[src/rtl/load_store_unit.sv]
// Load/store access unit for a word-organised data memory with combinational reads.
// Optional misalignment trapping is enabled by defining LSU_MISALIGN_TRAP_EN.
module load_store_unit (
    input  logic        clk,
    input  logic        reset,
    input  logic        req_valid,
    output logic        req_ready,
    input  logic        req_write,
    input  logic [1:0]  req_size,
    input  logic        req_signed,
    input  logic [9:0]  req_addr,
    input  logic [31:0] req_wdata,
    output logic        resp_valid,
    output logic [31:0] resp_rdata,
    output logic        resp_err,
    output logic [9:0]  mem_ReadAddr,
    output logic [9:0]  mem_WriteAddr,
    output logic [31:0] mem_DataIn,
    output logic        mem_regWE,
    input  logic [31:0] mem_DataOut
);
    typedef enum logic [1:0] {IDLE, LOAD, STORE} state_t;

    state_t      state;
    logic [1:0]  size_q;
    logic        signed_q;
    logic [9:0]  addr_q;
    logic [31:0] wdata_q;
    logic [7:0]  byte_lane;
    logic [15:0] half_lane;
    logic [31:0] load_data;
    logic [31:0] merge_data;
    logic        misalign;

`ifdef LSU_MISALIGN_TRAP_EN
    assign misalign = (size_q == 2'b01) ? addr_q[0] :
                      (size_q[1]        ? (addr_q[1:0] != 2'b00) : 1'b0);
`else
    assign misalign = 1'b0;
`endif

    assign req_ready = (state == IDLE);

    always_comb begin
        byte_lane = mem_DataOut[7:0];
        case (addr_q[1:0])
            2'b01:   byte_lane = mem_DataOut[15:8];
            2'b10:   byte_lane = mem_DataOut[23:16];
            2'b11:   byte_lane = mem_DataOut[31:24];
            default: byte_lane = mem_DataOut[7:0];
        endcase
        half_lane = addr_q[1] ? mem_DataOut[31:16] : mem_DataOut[15:0];
    end

    always_comb begin
        load_data = mem_DataOut;
        case (size_q)
            2'b00:   load_data = {{24{signed_q & byte_lane[7]}}, byte_lane};
            2'b01:   load_data = {{16{signed_q & half_lane[15]}}, half_lane};
            default: load_data = mem_DataOut;
        endcase
    end

    // Sub-word stores keep the untouched lanes from the current memory word.
    always_comb begin
        merge_data = mem_DataOut;
        case (size_q)
            2'b00: begin
                case (addr_q[1:0])
                    2'b01:   merge_data[15:8]  = wdata_q[7:0];
                    2'b10:   merge_data[23:16] = wdata_q[7:0];
                    2'b11:   merge_data[31:24] = wdata_q[7:0];
                    default: merge_data[7:0]   = wdata_q[7:0];
                endcase
            end
            2'b01: begin
                if (addr_q[1])
                    merge_data[31:16] = wdata_q[15:0];
                else
                    merge_data[15:0] = wdata_q[15:0];
            end
            default: merge_data = wdata_q;
        endcase
    end

    always_comb begin
        mem_ReadAddr  = '0;
        mem_WriteAddr = '0;
        mem_DataIn    = '0;
        mem_regWE     = 1'b0;
        if (state != IDLE) begin
            mem_ReadAddr  = {addr_q[9:2], 2'b00};
            mem_WriteAddr = {addr_q[9:2], 2'b00};
        end
        if (state == STORE) begin
            mem_DataIn = merge_data;
            mem_regWE  = ~reset & ~misalign;
        end
    end

    always_ff @(posedge clk) begin
        if (reset) begin
            state      <= IDLE;
            size_q     <= '0;
            signed_q   <= 1'b0;
            addr_q     <= '0;
            wdata_q    <= '0;
            resp_valid <= 1'b0;
            resp_rdata <= '0;
            resp_err   <= 1'b0;
        end else begin
            resp_valid <= 1'b0;
            case (state)
                IDLE: begin
                    if (req_valid) begin
                        size_q   <= req_size;
                        signed_q <= req_signed;
                        addr_q   <= req_addr;
                        wdata_q  <= req_wdata;
                        state    <= req_write ? STORE : LOAD;
                    end
                end
                LOAD: begin
                    resp_valid <= 1'b1;
                    resp_rdata <= misalign ? 32'h0 : load_data;
                    resp_err   <= misalign;
                    state      <= IDLE;
                end
                STORE: begin
                    resp_valid <= 1'b1;
                    resp_rdata <= 32'h0;
                    resp_err   <= misalign;
                    state      <= IDLE;
                end
                default: state <= IDLE;
            endcase
        end
    end
endmodule
[config.mk]
export PLATFORM = sky130hd
export DESIGN_NAME = load_store_unit
export DESIGN_NICKNAME = d
export VERILOG_FILES = /design/src/rtl/load_store_unit.sv
export SDC_FILE = /design/constraint.sdc
export NUM_CORES = 1
export LEC_CHECK = 0
export BUFFER_PORTS_ARGS = -buffer_cell sky130_fd_sc_hd__clkbuf_2
export CAP_MARGIN = 20
export CORE_MARGIN = 2
export CORE_UTILIZATION = 54
export DETAILED_ROUTE_END_ITERATION = 7
export PLACE_DENSITY = 0.87
export SETUP_SLACK_MARGIN = 0.05
export SLEW_MARGIN = 20
export SYNTH_ARGS = -nofsm -noshare
export SYNTH_HDL_FRONTEND = slang
export SYNTH_SLANG_ARGS = --single-unit
[constraint.sdc]
create_clock -name clk -period 4.3 [get_ports clk]
set_clock_uncertainty 0.15 [all_clocks]
set_input_delay 1.29 -clock clk [delete_from_list [all_inputs] [get_ports clk]]
set_output_delay 1.29 -clock clk [all_outputs]
set_load 0.01 [all_outputs]
==> run summary <==
result of the run: finished clean
total instance count after detailed placement: 785
H-tree depth: 3
total of endpoints with negative setup slack in the final report: 0
GR Util met1: 0.379
row count: 33
number of hold-repair buffers added at the cts stage: 0
wire per inst: 16.9 um
die boundary height: 95.6 um
clock tree from TritonCTS: built
number of max-slew violations in the final report: 0
unrepaired setup endpoints after global routing: no
number of flip-flops and latches in the synthesized netlist: 80
count of antenna diodes in the layout: 0
placer congestion estimate: 1.04
clk sinks: 80
clock input transition at the sequential cells of the worst setup and hold paths: 80 ps
post-layout instance area: 0.00546 sq mm
number of filler instances in the final layout: 696
total power: 1.85 mW
layout net count: 774
number of buffers added for setup after CTS: 0
estimated wirelength of the detail-placed design: 10.0 mm
required time at the worst-slack endpoint: 2860 ps
clock root buffer: clkbuf_8
count of different cell masters after synthesis: 43
Remaining DRCs: 0
PostCTS Resize Cnt: 0
routed via count: 4707
gr usage total: 0.292
portion of netlist area occupied by mux cells: 0.0583
total wire length: 13.6 mm
most common library cell in the layout ignoring fill and taps: clkbuf_2
clock latency on the worst-skew pair: 360 ps
class of the tightest hold or removal check: flop to flop
category of the worst setup path launch point: flop
critical setup path kind: flop to output port
mean cell area of the mapped netlist: 8.01 sq um
number of buffers inserted during clock tree synthesis: 9
Synthesis Warnings: 0
sum of negative setup slack: 0 ps
I/O pin cnt: 169
Initial Util: 0.554
highest ir drop seen on vdd: 208 uV
top cells by area in the synthesized netlist: dfxtp_1 (35%), nand2_1 (9.1%), a21oi_1 (7.3%)
count of flip-flops with a built-in enable after synthesis: 0
GR Overflow Total: 0
most used flip-flop cell after synthesis: dfxtp_1
number of cells produced by synthesis: 565
via count of the first global-routing pass: 4210
Post-Synth Adder-Cell Area: 0.00553
routing layer with the top usage in global route: met2
DIE AREA: 0.00913 sq mm
standard cell core area: 0.00818 sq mm
proportion of layout cells with a drive suffix above 1: 0.295
first-pass GRT wire length: 20.8 mm
mean number of vias per cell: 5.88
Period Utilization, post-route: 0.912
Register Area: 0.00160 sq mm
shortest clock period the worst path allows after layout: 3920 ps
area share of the leading cell type in the synthesized netlist: 0.354
residual antenna-violating net count after detailed routing: 0
Iteration-0 DRC Markers: 421
synthesis-to-finish area growth: 20.5%
fraction of registers with async set/reset: 0
dominant cell type by area after synthesis: dfxtp_1
post-placement cell area: 0.00524 sq mm
leakage power: 2.51 nW
met2 Usage GRT: 0.483
Compound-Gate Fraction of Synth Area: 0.269
number of buffers on the longest clock path: 2
initial antenna violation count: 0
worst slew slack as a fraction of its limit: 0.329
largest net degree at the start of global routing: 51
portion of the post-synthesis area used by sequential elements: 0.354
filler-free cell count of the finished design: 801
Buffers on Ports: 163
Hold Slack: 305 ps
main combinational cell family by area after synthesis: compound AO/OA/AOI/OAI gates
CP Data Arrival Time: 2480 ps
die boundary width: 95.6 um
commonest cells after routing, fill and taps aside: clkbuf_2 (163), nand2_1 (110), dfxtp_1 (79)
mapped cell area: 0.00453 sq mm
Power per Cell Area: 340 mW/mm^2
DR pass1 iterations: 6
area share of xor/xnor cells in the synthesized design: 0
met3 track utilization from global routing: 0.0466
total area of multi-input combinational cells: 0.00256 sq mm
Worst-Margin Slew: 1010 ps
highest achievable clock rate: 255 MHz
Crit. End Element: output port
max-capacitance violation count: 0
final hold viol count: 0
synthesized-area fraction occupied by and/or/nand/nor cells: 0.227
Worst Path Max Fanout: 19
-- critical path: stages (launching register included) --
cell and delay, ps:
dfxtp_1 810, nand2b_1 390, nand2_1 260, a211o_1 400, o211a_1 130, clkbuf_2 130
-- Yosys cell counts, types with 4 or more instances --
master,instances
and3_1,6
clkbuf_1,31
dfxtp_1,80
nand2b_1,38
o22ai_1,6
nand2_1,110
inv_1,16
a22oi_1,9
o221ai_1,8
buf_2,9
a32o_1,9
o21ai_1,6
a221oi_1,8
mux2i_1,17
a211o_1,6
nor2_1,7
o211a_1,6
a22o_1,23
nor2b_1,20
and2_1,9
a222oi_1,6
a21oi_1,66
o21ai_0,11
buf_6,4
mux2_2,7
nand3_1,10
buf_4,14
-- stage by stage --
step	util	setup WS (ps)
floorplan	-	1110
finish	0.667	377
global route	0.667	201
detailed placement	0.640	587
CTS	0.667	443
global placement	0.640	617
-- sequential cells by signal (all words and copies together), names as in the netlist --
name / cells
state: 2
resp_valid: 1
size_q: 2
resp_rdata: 32
addr_q: 10
wdata_q: 32
signed_q: 1
-- logic make-up after synthesis --
family,after synthesis
flops,80
mux,25
fa+ha+maj,2
buf+inv,78
compound gates,172
simple gates,207
other cells,1
-- area by class of cell --
class | count | area share
clock buffers | 9 | 0.0227
clock inverters | 7 | 0.0177
inverters | 18 | 0.0124
multi-input cells | 411 | 0.469
flip-flops and latches | 80 | 0.294
well taps | 105 | 0.0241
repair buffers | 171 | 0.161
-- layer usage --
| metal | up-vias | part of all wire |
|---|---|---|
| met5 | - | 0 |
| met4 | 0 | 0.026 |
| met3 | 33 | 0.087 |
| met2 | 243 | 0.48 |
| met1 | 2202 | 0.41 |
| li1 | 2229 | - |
-- worst paths after layout --
path	endpoint	cells after the start	startpoint	slack, ps
setup reg to reg	resp_rdata[23]	6	state[0]	1460
setup / recovery	mem_DataIn[21]	5	size_q[0]	380
hold reg to reg	addr_q[3]	2	addr_q[3]	300
hold / removal	addr_q[3]	2	addr_q[3]	300
-- power by group --
part | internal [mW] | switching [mW]
Clock | 0.328 | 0.289
Combinational | 0.167 | 0.237
Sequential | 0.788 | 0.0451
(Power assumes the default switching activity.)
